`config.mk`:
```
export PLATFORM = sky130hd
export DESIGN_NAME = seg7_scan_rx
export DESIGN_NICKNAME = d
export VERILOG_FILES = /design/src/rtl/seg7_pkg.sv /design/src/rtl/seg7_decode.sv /design/src/rtl/seg7_scan_rx.sv
export SDC_FILE = /design/constraint.sdc
export NUM_CORES = 1
export LEC_CHECK = 0
export BUFFER_PORTS_ARGS = -buffer_cell sky130_fd_sc_hd__buf_2
export CAP_MARGIN = 10
export CORE_MARGIN = 2
export CORE_UTILIZATION = 40
export CTS_CLUSTER_DIAMETER = 40
export DETAILED_ROUTE_END_ITERATION = 8
export PLACE_DENSITY_LB_ADDON = 0.1
export SLEW_MARGIN = 20
export SYNTH_ARGS = -nofsm -noshare
export SYNTH_HDL_FRONTEND = slang
export SYNTH_HIERARCHICAL = 1
export SYNTH_SLANG_ARGS = --single-unit
```
`constraint.sdc`:
```
create_clock -name fin -period 4 [get_ports fin]
set_clock_uncertainty 0.2 [all_clocks]
set_input_delay 0.6 -clock fin [delete_from_list [all_inputs] [get_ports fin]]
set_output_delay 0.6 -clock fin [all_outputs]
set_load 0.05 [all_outputs]
```
`src/rtl/seg7_pkg.sv`:
```
// seg7_pkg: constants shared by the 7-segment scanner and receiver.
//   - Segment patterns, ordered {a,b,c,d,e,f,g} and active-high.
//   - com_s digit-select one-hot codes. Digit 1 is the MSB.
//   - Receiver FSM state enum. Each state names the digit expected next.
//   - is_onehot4(): a helper that checks the digit select.
package seg7_pkg;

    localparam logic [6:0] SEG_0     = 7'b1111110;
    localparam logic [6:0] SEG_1     = 7'b0110000;
    localparam logic [6:0] SEG_2     = 7'b1101101;
    localparam logic [6:0] SEG_3     = 7'b1111001;
    localparam logic [6:0] SEG_4     = 7'b0110011;
    localparam logic [6:0] SEG_5     = 7'b1011011;
    localparam logic [6:0] SEG_6     = 7'b1011111;
    localparam logic [6:0] SEG_7     = 7'b1110000;
    localparam logic [6:0] SEG_8     = 7'b1111111;
    localparam logic [6:0] SEG_9     = 7'b1111011;
    localparam logic [6:0] SEG_A     = 7'b1110111;
    localparam logic [6:0] SEG_B     = 7'b0011111;
    localparam logic [6:0] SEG_C     = 7'b1001110;
    localparam logic [6:0] SEG_D     = 7'b0111101;
    localparam logic [6:0] SEG_E     = 7'b1001111;
    localparam logic [6:0] SEG_F     = 7'b1000111;
    localparam logic [6:0] SEG_BLANK = 7'b0000000;

    localparam logic [3:0] COM_D1    = 4'b1000;
    localparam logic [3:0] COM_D2    = 4'b0100;
    localparam logic [3:0] COM_D3    = 4'b0010;
    localparam logic [3:0] COM_D4    = 4'b0001;
    localparam logic [3:0] COM_BLANK = 4'b0000;

    typedef enum logic [1:0] {
        ST_SYNC = 2'd0,
        ST_D2   = 2'd1,
        ST_D3   = 2'd2,
        ST_D4   = 2'd3
    } rx_state_e;

    function automatic logic is_onehot4(input logic [3:0] v);
        return (v != 4'd0) && ((v & (v - 4'd1)) == 4'd0);
    endfunction

endpackage

```
`src/rtl/seg7_decode.sv`:
```
// seg7_decode: combinational map from a segment pattern to a digit value.
//   seg_i   [6:0] : pattern {a,b,c,d,e,f,g}, active-high
//   val_o   [3:0] : decoded value. Returns 4'hF when the pattern is invalid.
//   valid_o       : 1 when the pattern is a recognised glyph
// Optional macro SEG7_HEX_DECODE_EN adds the A..F glyphs.
// Without the macro, those six patterns decode as invalid.
module seg7_decode
    import seg7_pkg::*;
(
    input  logic [6:0] seg_i,
    output logic [3:0] val_o,
    output logic       valid_o
);

    always_comb begin
        val_o   = 4'hF;
        valid_o = 1'b1;
        case (seg_i)
            SEG_0: val_o = 4'h0;
            SEG_1: val_o = 4'h1;
            SEG_2: val_o = 4'h2;
            SEG_3: val_o = 4'h3;
            SEG_4: val_o = 4'h4;
            SEG_5: val_o = 4'h5;
            SEG_6: val_o = 4'h6;
            SEG_7: val_o = 4'h7;
            SEG_8: val_o = 4'h8;
            SEG_9: val_o = 4'h9;
`ifdef SEG7_HEX_DECODE_EN
            SEG_A: val_o = 4'hA;
            SEG_B: val_o = 4'hB;
            SEG_C: val_o = 4'hC;
            SEG_D: val_o = 4'hD;
            SEG_E: val_o = 4'hE;
            SEG_F: val_o = 4'hF;
`endif
            default: valid_o = 1'b0;
        endcase
    end

endmodule

```
`src/rtl/seg7_scan_rx.sv`:
```
// seg7_scan_rx: receiver for a multiplexed 4-digit 7-segment bus.
// The block samples {com_s,seg_S,dp} and waits until a digit dwell has been
// stable for STABLE_CYCLES edges. It then captures that dwell once. It checks
// the digit order and rebuilds num1..num4 and the dp mask.
//   fin            : clock, rising edge
//   rst            : asynchronous reset, active-high
//   seg_S  [6:0]   : segments {a..g}
//   com_s  [3:0]   : digit select, one-hot. 1000 is digit 1. 0000 is blank.
//   dp             : decimal point of the selected digit
//   num1..num4 [3:0]: decoded digits. The value is F when the digit is undecodable.
//   dp_n   [3:0]   : dp mask. Bit 3 is digit 1.
//   frame_valid    : pulse when a clean, complete frame ends (digit 4 capture)
//   seg_err        : pulse when an undecodable pattern is captured
//   seq_err        : pulse when com_s is illegal or out of order
// Optional macro SEG7_HEX_DECODE_EN is handled inside seg7_decode.
module seg7_scan_rx
    import seg7_pkg::*;
#(
    parameter int unsigned STABLE_CYCLES = 4
) (
    input  logic       fin,
    input  logic       rst,
    input  logic [6:0] seg_S,
    input  logic [3:0] com_s,
    input  logic       dp,
    output logic [3:0] num1,
    output logic [3:0] num2,
    output logic [3:0] num3,
    output logic [3:0] num4,
    output logic [3:0] dp_n,
    output logic       frame_valid,
    output logic       seg_err,
    output logic       seq_err
);

    localparam logic [7:0] STAB_MAX = 8'(STABLE_CYCLES - 1);

    logic [11:0]      s_q;
    logic [7:0]       stab_q, stab_d;
    logic             cap_q, cap_d;
    rx_state_e        st_q, st_d;
    logic             dirty_q, dirty_d;
    logic [3:0][3:0]  nums_q, nums_d;   // index 3 = digit 1, same as dp_n
    logic [3:0]       dpn_q, dpn_d;
    logic             fv_q, fv_d, seg_q, seg_d, seq_q, seq_d;

    logic [11:0] smp;
    logic        same, cap_ev, wr;
    logic [3:0]  exp_com;
    logic [3:0]  dec_val;
    logic        dec_ok;

    seg7_decode u_dec (
        .seg_i   (seg_S),
        .val_o   (dec_val),
        .valid_o (dec_ok)
    );

    assign smp  = {com_s, seg_S, dp};
    assign same = (smp == s_q);

    // The stability counter saturates. Any change on the bus re-arms
    // capture. The capture fires on the edge where the counter reaches
    // STAB_MAX, so the outputs land on the STABLE_CYCLES-th identical edge.
    always_comb begin
        stab_d = 8'd0;
        if (same)
            stab_d = (stab_q == STAB_MAX) ? stab_q : stab_q + 8'd1;
    end

    assign cap_ev = (stab_d == STAB_MAX) && (com_s != COM_BLANK) && !cap_q;
    assign cap_d  = same & (cap_q | cap_ev);

    always_comb begin
        case (st_q)
            ST_D2:   exp_com = COM_D2;
            ST_D3:   exp_com = COM_D3;
            default: exp_com = COM_D4;
        endcase
    end

    always_comb begin
        st_d    = st_q;
        dirty_d = dirty_q;
        nums_d  = nums_q;
        dpn_d   = dpn_q;
        wr      = 1'b0;
        fv_d    = 1'b0;
        seg_d   = 1'b0;
        seq_d   = 1'b0;

        if (cap_ev) begin
            if (!is_onehot4(com_s)) begin
                seq_d = 1'b1;
                st_d  = ST_SYNC;
            end else if (com_s == COM_D1) begin
                // Digit 1 starts or restarts a frame in every state.
                wr   = 1'b1;
                st_d = ST_D2;
            end else if (st_q != ST_SYNC) begin
                if (com_s == exp_com) begin
                    wr = 1'b1;
                    case (st_q)
                        ST_D2:   st_d = ST_D3;
                        ST_D3:   st_d = ST_D4;
                        default: st_d = ST_D2;   // digit 4 is followed by digit 1
                    endcase
                end else begin
                    seq_d = 1'b1;
                    st_d  = ST_SYNC;
                end
            end
            // In SYNC, digits 2..4 are dropped with no error.
        end

        if (wr) begin
            for (int i = 0; i < 4; i++) begin
                if (com_s[i]) begin
                    nums_d[i] = dec_ok ? dec_val : 4'hF;
                    dpn_d[i]  = dp;
                end
            end
            seg_d   = !dec_ok;
            dirty_d = (com_s == COM_D1) ? !dec_ok : (dirty_q | !dec_ok);
            fv_d    = (st_q == ST_D4) && (com_s == COM_D4) && !dirty_q && dec_ok;
        end
    end

    always_ff @(posedge fin or posedge rst) begin
        if (rst) begin
            s_q     <= '0;
            stab_q  <= '0;
            cap_q   <= 1'b0;
            st_q    <= ST_SYNC;
            dirty_q <= 1'b0;
            nums_q  <= {4{4'hF}};
            dpn_q   <= '0;
            fv_q    <= 1'b0;
            seg_q   <= 1'b0;
            seq_q   <= 1'b0;
        end else begin
            s_q     <= smp;
            stab_q  <= stab_d;
            cap_q   <= cap_d;
            st_q    <= st_d;
            dirty_q <= dirty_d;
            nums_q  <= nums_d;
            dpn_q   <= dpn_d;
            fv_q    <= fv_d;
            seg_q   <= seg_d;
            seq_q   <= seq_d;
        end
    end

    assign num1        = nums_q[3];
    assign num2        = nums_q[2];
    assign num3        = nums_q[1];
    assign num4        = nums_q[0];
    assign dp_n        = dpn_q;
    assign frame_valid = fv_q;
    assign seg_err     = seg_q;
    assign seq_err     = seq_q;

endmodule

```
==> results.yml, run 1 <==
outcome:
  status: "complete, no violations"
finish:
  synthToLayoutAreaGrowth_pct: 11.45
  fillers: 636
  nets: 290
  antenna-diode-count: 0
  multi_input_area_sq_um: 1450
  layout-drive-gt1-share_pct: 32.35
  seqCellArea_sq_um: 1196
sta:
  setup_tns_ns: 0
  period_minus_slack_ns: 2.686
  fmax_ghz: 0.3722
  setup_ws_ns: 1.314
  relSlewSlack_pct: 45.49
  finalSetupViolations: 0
  drv_slew: 0
  rsz0062_at_grt: "no"
  finalHoldViolCount: 0
  finalCritPeriodShare_pct: 67.16
  tightest_slew_ns: 0.8167
clock_tree:
  postCtsHoldBufs: 0
  cts_buffers: 5
  worstSkewPairLatency_ns: 0.30
  cts_tree: "yes"
  ctsResizeCount: 0
  clk_pin_slew_ns: 0.10
  cts_htree_levels: 2
  clock_sink_count: 47
  cts.path.max_buffers: 2
  cts-root-buf: "clkbuf_8"
  postCtsSetupRepairBufs: 0
worst_setup_path:
  critical_path_class: "reg2reg"
  start_kind: "register"
  rrSetupSlack_ns: 1.31
  cp.required_ns: 4.00
  crit-reg2reg-capture: "dp_n[1]"
  cp-end-kind: "register"
  rr_worst_depth: 6
  r2r-start: "stab_q[0]"
  worstPathArrival_ns: 2.68
  worstPathMaxFanout: 8
logic_synthesis:
  synth.area.top_cells: "dfrtp_1 (28%), dfstp_2 (15%), mux2_1 (8.6%)"
  synth-seq-cells: 47
  synth_cell_type_count: 56
  syn-num-nets: 254
  avgSynthCellArea_sq_um: 11.67
  synth-edff-count: 0
  synthArstFlopShare_pct: 100.0
  synth_most_common_cell: "dfrtp_1"
  synthFlopType: "dfrtp_1"
  synth_seq_area_share_pct: 43.61
  synth_common_cells: "dfrtp_1 (31), mux2_1 (21), nor2_1 (19), xor2_1 (19), dfstp_2 (16)"
  syn_area_sq_um: 2743
  syn-instance-count: 235
  synth_warnings: 6
  yosysTopAreaCellShare_pct: 28.28
  yosysTopAreaCell: "dfrtp_1"
flow_run:
  cap_violations: 0
route:
  dr.max_layer_used: "met4"
  drt_iter0_markers: 57
  drcViolationCount: 0
  final_antenna_net_count: 0
  first_pass_iters: 4
  met2_length_um: 2478
  routed_via_density: 5.273
  wl_met1_um: 2699
  wl_um: 5388
  wire_per_inst_um: 15.31
  routed-wl-met3_um: 179
  num_vias: 1856
pwr:
  p_int_mw: 0.6358
  clockPowerShare_pct: 35.2
  vdd_drop_max_uv: 140.8
  swShare_pct: 26.79
  p_sw_mw: 0.2326
  combinationalPowerShare_pct: 8.9
  p_per_area_nw_per_um2: 284.1
  p_leak_nw: 1.322
  p_seq_share_pct: 55.8
placement:
  pre_cts_ws_ns: 1.093
  port-buffer-count: 36
  globalplace.congestion: 0.7668
  dp_hpwl_um: 3891
grt:
  grt_max_degree: 48
  grt_pass1_wl_um: 9528
  overflow: 0
  antenna_found_initial: 0
  grt_pass1_vias: 1846
  grt_usage_pct: 16.00
die:
  rows: 30
  die-area_sq_um: 7535
  pin_count: 37
  start_util_pct: 40.82
  coreArea_sq_um: 6719
  dieWidth_um: 86.81
  die_y_um: 86.81
hold_path:
  hold_path.class: "in2async"
## power groups by stage
stage	logic, mW	registers [mW]	clock network (mW)
global placement	0.0793	0.493	0
global route	0.0882	0.485	0.341
floorplan	0.0568	0.493	0
detailed placement	0.0788	0.493	0
finish	0.0776	0.485	0.306
CTS	0.0790	0.485	0.321
## cells by family after synthesis
group | share of synthesized area [%]
adder cells (fa/ha/maj) | 2.281
AND/OR/NAND/NOR | 22.95
buffers and inverters | 3.513
multiplexers | 8.987
XOR/XNOR | 7.938
AO/OA/AOI/OAI | 10.72
flip-flops | 43.61
## sequential cells by signal, summed over array words and instances, names as in the netlist
signal       flops
st_q             2
cap_q            1
s_q             12
seq_err          1
num2             4
stab_q           8
num3             4
num4             4
frame_valid      1
dp_n             4
seg_err          1
dirty_q          1
num1             4
## placed cells by master, fill, tap and decap left out, types with 3 or more instances in the layout
master	Yosys	final
a21oi_1	5	5
buf_2	2	36
clkbuf_8	0	5
dfrtp_1	31	31
dfstp_2	16	16
ha_1	5	5
inv_1	9	8
mux2_1	21	21
nand2_1	9	9
nand2b_1	8	8
nand3_1	11	11
nand3b_1	3	3
nor2_1	19	19
nor3_1	6	6
nor4_4	6	6
o211a_1	3	3
o21ai_0	5	5
o22ai_1	3	3
xnor2_1	4	4
xor2_1	19	19
## through the flow
step / hold slack, ns / cell area (sq um) / util, % / total power [mW] / cells
global route: 0.2777 / 3057 / 45.49 / 0.9145 / 352
floorplan: 0.2871 / 2743 / - / 0.5498 / 235
global placement: 0.2675 / 2960 / 44.06 / 0.5728 / 344
CTS: 0.2785 / 3055 / 45.47 / 0.8846 / 352
finish: 0.2166 / 3057 / 45.49 / 0.8684 / 352
detailed placement: 0.2747 / 2960 / 44.06 / 0.5721 / 344
## critical path, cell delays in order (launching register included)
cell and delay (ns):
dfrtp_1 0.48, ha_1 0.33, nor4b_4 0.25, and3b_2 0.25, o211ai_4 0.19, nor4_4 0.51, mux2_1 0.37
## worst max path at each step
| stage | startpoint | endpoint | slack (ns) | cells past startpoint |
|---|---|---|---|---|
| floorplan | seg_S[6] | dirty_q | 1.50 | 7 |
| global placement | seg_S[4] | dp_n[2] | 1.09 | 6 |
| detailed placement | com_s[1] | dp_n[1] | 1.09 | 6 |
| CTS | stab_q[0] | dp_n[1] | 1.27 | 6 |
| global route | stab_q[0] | dp_n[1] | 1.13 | 6 |
| finish | stab_q[0] | dp_n[1] | 1.31 | 6 |
## area by class of cell
| cell class | instances | area share (%) |
|---|---|---|
| repair buffers | 36 | 5.894 |
| multi-input cells | 172 | 47.44 |
| clock inverters | 3 | 0.8596 |
| clock buffers | 5 | 2.251 |
| well taps | 80 | 3.275 |
| flip-flops and latches | 47 | 39.13 |
| inverters | 9 | 1.146 |
## layer usage
| metal | vias up | global-route usage, % |
|---|---|---|
| met5 | - | 0 |
| met4 | 0 | 3.835 |
| met3 | 2 | 3.429 |
| met2 | 33 | 23.94 |
| met1 | 899 | 23.60 |
| li1 | 922 | - |
Power figures use the tool's default switching activity.
==> inputs of run 2 (changes only) <==
==> constraint.sdc (replaced) <==
create_clock -name fin -period 2.23 [get_ports fin]
set_clock_uncertainty 0.2 [all_clocks]
set_input_delay 0.3345 -clock fin [delete_from_list [all_inputs] [get_ports fin]]
set_output_delay 0.3345 -clock fin [all_outputs]
set_load 0.05 [all_outputs]
==> run 2 against run 1 <==
Compared with the run above:
- the run now ends with negative setup slack left
- sequential share of layout area shrank 7.8 points
- largest power group unchanged
- count of clock-buffer cells in the layout grew 1
- final cell count up 19%
==> results.yml, run 2 (synthesis results as in run 1) <==
outcome:
  status: "finished, violations left"
  violations: "negative setup slack"
placement:
  dp_hpwl_um: 4463
  port-buffer-count: 36
  dpl-instance-area_sq_um: 3433
  globalplace.congestion: 0.7985
clock_tree:
  cts_htree_levels: 2
  worstSkewPairLatency_ns: 0.30
  clock_sink_count: 47
  clk_pin_slew_ns: 0.09
  cts_buffers: 5
  cts.path.max_buffers: 2
  cts_tree: "yes"
  cts-root-buf: "clkbuf_8"
route:
  drt_iter0_markers: 53
  first_pass_iters: 4
  wire_per_inst_um: 15.11
  routed_via_density: 5.108
  drcViolationCount: 0
  wl_um: 6318
  num_vias: 2135
  final_antenna_net_count: 0
sta:
  finalSetupViolations: 24
  finalCritPeriodShare_pct: 104.9
  setup_tns_ns: -1.190
  setup_ws_ns: -0.1093
  drv_slew: 0
  finalHoldViolCount: 0
  rsz0062_at_grt: "yes"
  fmax_ghz: 0.4275
  period_minus_slack_ns: 2.339
  relSlewSlack_pct: 70.74
  tightest_slew_ns: 0.4368
worst_setup_path:
  worstPathMaxFanout: 3
  critical_path_class: "reg2reg"
  cp.required_ns: 2.22
  crit_buf_inv: 4
  critical_path.top_delay_family: "buffers and inverters"
  crit_top_cell: "buf_4"
  start_kind: "register"
  path_cells: "inv_2, ha_4, xor2_1, nor3_4, buf_4, buf_4, buf_4, a21oi_1, nor4_1, o211a_1"
  crit_slowest_cell: "dfrtp_1"
  cp-end-kind: "register"
  worstPathArrival_ns: 2.33
  critPathMaxStageDelay_ns: 0.42
die:
  dieWidth_um: 86.81
  coreArea_sq_um: 6719
  rows: 30
  die_y_um: 86.81
  pin_count: 37
  start_util_pct: 40.82
  die-area_sq_um: 7535
finish:
  top_regs: "s_q x12, stab_q x8"
  layout-drive-gt1-share_pct: 55.33
  antenna-diode-count: 0
  nets: 356
  finalInstanceArea_sq_um: 3829
  largest-register: "s_q"
  synthToLayoutAreaGrowth_pct: 39.60
  layout_commonest_cell: "buf_4"
  mostFrequentLayoutCells: "buf_4 (54), buf_2 (36), dfrtp_1 (28)"
  largest_reg_flops: 12
grt:
  grt_max_degree: 48
  antenna_found_initial: 0
  grt_usage_pct: 17.90
  overflow: 0
  grt_pass1_wl_um: 10620
  grt_pass1_vias: 2166
flow_run:
  cap_violations: 0
pwr:
  p_per_area_nw_per_um2: 425.5
  p_leak_nw: 1.675
  vdd_drop_max_uv: 231.8
hold_path:
  hold_path.class: "in2reg"
-- run 2: changes by cell type in the layout (fill, tap and decap cells not counted), moves of 4 or more --
cell	change
buf_6	+6
mux2_1	-18
buf_4	+54
ha_1	-4
dlygate4sd3_1	+4
mux2_4	+18
-- run 2: worst paths after layout --
kind                           from        end  slack [ns]  depth (start not counted)
max                         st_q[1]    dirty_q       -0.11                         10
min                        seg_S[2]     s_q[3]        0.10                          2
max reg2reg                 st_q[1]    dirty_q       -0.11                         10
min reg2reg                 dp_n[3]    dp_n[3]        0.32                          1
max in group asynchronous       rst    num2[2]        1.15                          4
min in group asynchronous       rst  stab_q[1]        0.40                          4
-- run 2: worst register-to-register path, cell delays in order, from the launching register on --
cell and delay (ns):
dfrtp_1 0.42, inv_2 0.11, ha_4 0.14, xor2_1 0.31
nor3_4 0.09, buf_4 0.16, buf_4 0.13, buf_4 0.13
a21oi_1 0.23, nor4_1 0.09, o211a_1 0.22
-- run 2: area by class of cell --
type | count | area [sq um]
inverters | 9 | 33.78
repair buffers | 102 | 733.2
clock inverters | 2 | 13.76
flip-flops and latches | 47 | 1200
multi-input cells | 172 | 1665
clock buffers | 6 | 82.58
fillers | 571 | 2890
well taps | 80 | 100.1
-- run 2: report_power, final --
part	internal, mW	switching, mW
clock network	0.254	0.302
registers	0.864	0.00514
logic	0.0919	0.112
total	1.21	0.419
-- run 2: repair_timing --
action                                  4_1_cts  5_1_grt
endpoints found under the hold margin        33        1
endpoints found under the setup margin       26       26
hold buffers                                  3        1
cloned                                        0        0
resized for setup                            23       17
pin swaps                                    15       14
buffers inserted                              6        3
-- run 2: metal layers --
metal	vias to the layer above	global-route usage [%]	wire (um)
met3	6	3.238	177
met4	0	4.403	57
li1	1044	-	-
met2	34	29.29	3148
met5	-	0	0
met1	1051	24.58	2933
-- run 2: through the flow --
step / hold WS (ns) / power, mW / util (%) / setup slack (ns) / cells
after floorplan: 0.1659 / 0.9872 / - / -0.06305 / 235
after global routing: 0.08874 / 1.705 / 56.98 / -0.2181 / 418
after global placement: 0.1941 / 1.074 / 51.10 / -0.1784 / 397
after CTS: 0.001919 / 1.645 / 54.95 / -0.1048 / 414
final: 0.1007 / 1.629 / 56.98 / -0.1093 / 418
after detailed placement: 0.1960 / 1.075 / 51.10 / -0.1945 / 397
==> inputs of run 3 (changes only) <==
--- a/config.mk
+++ b/config.mk
@@ -11,7 +11,7 @@
 export CORE_UTILIZATION = 40
 export CTS_CLUSTER_DIAMETER = 40
 export DETAILED_ROUTE_END_ITERATION = 8
-export PLACE_DENSITY_LB_ADDON = 0.1
+export PLACE_DENSITY = 0.69
 export SLEW_MARGIN = 20
 export SYNTH_ARGS = -nofsm -noshare
 export SYNTH_HDL_FRONTEND = slang
==> run 3 against run 2 <==
Compared with the run above:
- the flow still finishes with violations (negative setup slack)
- maximum frequency down 1.2%
- first-iteration DRC count up 47%
- sequential share of layout area increased by 0.81 points
- utilization down 1.4 points
- design area decreased by 2.5%
- critical endpoint is now dp_n[3]
- critical path type unchanged
- routed wire length is 3.0% higher
==> results.yml, run 3 (synthesis results as in run 1) <==
die:
  rows: 30
  coreArea_sq_um: 6719
  start_util_pct: 40.82
  pin_count: 37
  die-area_sq_um: 7535
  dieWidth_um: 86.81
  die_y_um: 86.81
worst_setup_path:
  cp-end-kind: "register"
  critPathMaxStageDelay_ns: 0.43
  cp.required_ns: 2.23
  rr_worst_depth: 8
  path_cells: "ha_4, xnor2_2, and4b_2, o211ai_4, buf_6, nor4_4, buf_4, mux2_4"
  crit_buf_inv: 2
  crit-reg2reg-capture: "dp_n[3]"
  critical_path_class: "reg2reg"
  crit_slowest_cell: "dfrtp_2"
  r2r-start: "stab_q[0]"
  critical_path.top_delay_family: "simple AND/OR/NAND/NOR gates"
  rrSetupSlack_ns: -0.14
  start_kind: "register"
  worstPathMaxFanout: 6
  worstPathArrival_ns: 2.37
grt:
  grt_max_degree: 48
  grt_pass1_wl_um: 10730
  grt_usage_pct: 18.47
  antenna_found_initial: 0
  overflow: 0
  grt_pass1_vias: 2222
sta:
  fmax_ghz: 0.4222
  rsz0062_at_grt: "yes"
  setup_ws_ns: -0.1387
  relSlewSlack_pct: 60.21
  period_minus_slack_ns: 2.369
  tightest_slew_ns: 0.5969
  drv_slew: 0
  finalCritPeriodShare_pct: 106.2
  finalHoldViolCount: 0
  finalSetupViolations: 23
route:
  first_pass_iters: 4
  drcViolationCount: 0
  final_antenna_net_count: 0
  drt_iter0_markers: 78
  num_vias: 2173
  routed_via_density: 5.262
  wl_um: 6509
  wire_per_inst_um: 15.76
outcome:
  violations: "negative setup slack"
  status: "finished, violations left"
placement:
  port-buffer-count: 36
  dp_hpwl_um: 4552
  dpl-instance-area_sq_um: 3421
  globalplace.congestion: 0.8570
  pre_cts_ws_ns: -0.2101
pwr:
  p_per_area_nw_per_um2: 453.4
  vdd_drop_max_uv: 491.2
  p_leak_nw: 1.637
  finalPower_mw: 1.692
finish:
  layout-drive-gt1-share_pct: 54.35
  finalInstanceArea_sq_um: 3732
  mostFrequentLayoutCells: "buf_4 (54), buf_2 (36), dfrtp_1 (28)"
  largest-register: "s_q"
  synthToLayoutAreaGrowth_pct: 36.09
  nets: 351
  antenna-diode-count: 0
  top_regs: "s_q x12, stab_q x8"
  largest_reg_flops: 12
  layout_commonest_cell: "buf_4"
clock_tree:
  clk_pin_slew_ns: 0.09
  cts_buffers: 5
  worstSkewPairLatency_ns: 0.31
  cts.path.max_buffers: 2
  cts_htree_levels: 2
  cts-root-buf: "clkbuf_8"
  clock_sink_count: 47
  cts_tree: "yes"
hold_path:
  holdPathStages: 2
  hp-start: "seg_S[5]"
  hold_path.class: "in2reg"
  holdPathEnd: "s_q[6]"
flow_run:
  cap_violations: 0
[run 3: area by class of cell]
| type | instances | area (sq um) |
|---|---|---|
| fill | 600 | 2987 |
| inverter | 9 | 33.78 |
| tap | 80 | 100.1 |
| clock inverter | 2 | 37.54 |
| clock buffer | 6 | 72.57 |
| timing repair buffer | 97 | 670.6 |
| multi-input combinational | 172 | 1618 |
| sequential | 47 | 1200 |
[run 3: worst max path at each step]
stage	startpoint	endpoint	slack (ns)	depth (start not counted)
floorplan	st_q[0]	dp_n[0]	-0.06	7
global placement	com_s[1]	num4[0]	-0.21	7
detailed placement	com_s[1]	st_q[0]	-0.21	7
CTS	stab_q[0]	num4[2]	-0.12	7
global route	stab_q[1]	num1[1]	-0.19	8
finish	stab_q[0]	dp_n[3]	-0.14	8
[run 3: layer usage]
metal / track usage, % / part of all wire [%] / vias to the layer above
met4: 7.244 / 1.4 / 0
met5: 0 / 0 / -
met2: 31.16 / 48 / 56
met1: 24.15 / 47 / 1072
li1: - / - / 1037
met3: 2.190 / 3.6 / 8
[run 3: timing repair]
action / CTS / global route
hold buffers: 2 / 0
buffers inserted: 4 / 2
gates cloned: 0 / 0
endpoints found under the hold margin: 32 / 0
setup endpoints to repair: 22 / 29
pin swaps: 13 / 8
resized for setup: 23 / 9
[run 3: power by group]
part / total, mW / switching, mW / internal (mW)
Combinational: 0.195 / 0.111 / 0.0838
Clock: 0.627 / 0.293 / 0.335
Sequential: 0.870 / 0.00560 / 0.864
Total: 1.69 / 0.410 / 1.28
[run 3: through the flow]
step           utilization (%)  hold WS (ns)  std cells  setup TNS, ns
6_report                 55.55       0.06666        413         -1.766
5_1_grt                  55.55       0.05589        413         -3.529
4_1_cts                  54.58       0.05394        411         -1.796
3_5_place_dp             50.91        0.2787        397         -3.462
3_3_place_gp             50.91        0.2708        397         -3.801
2_1_floorplan                -        0.1659        235        -0.4926
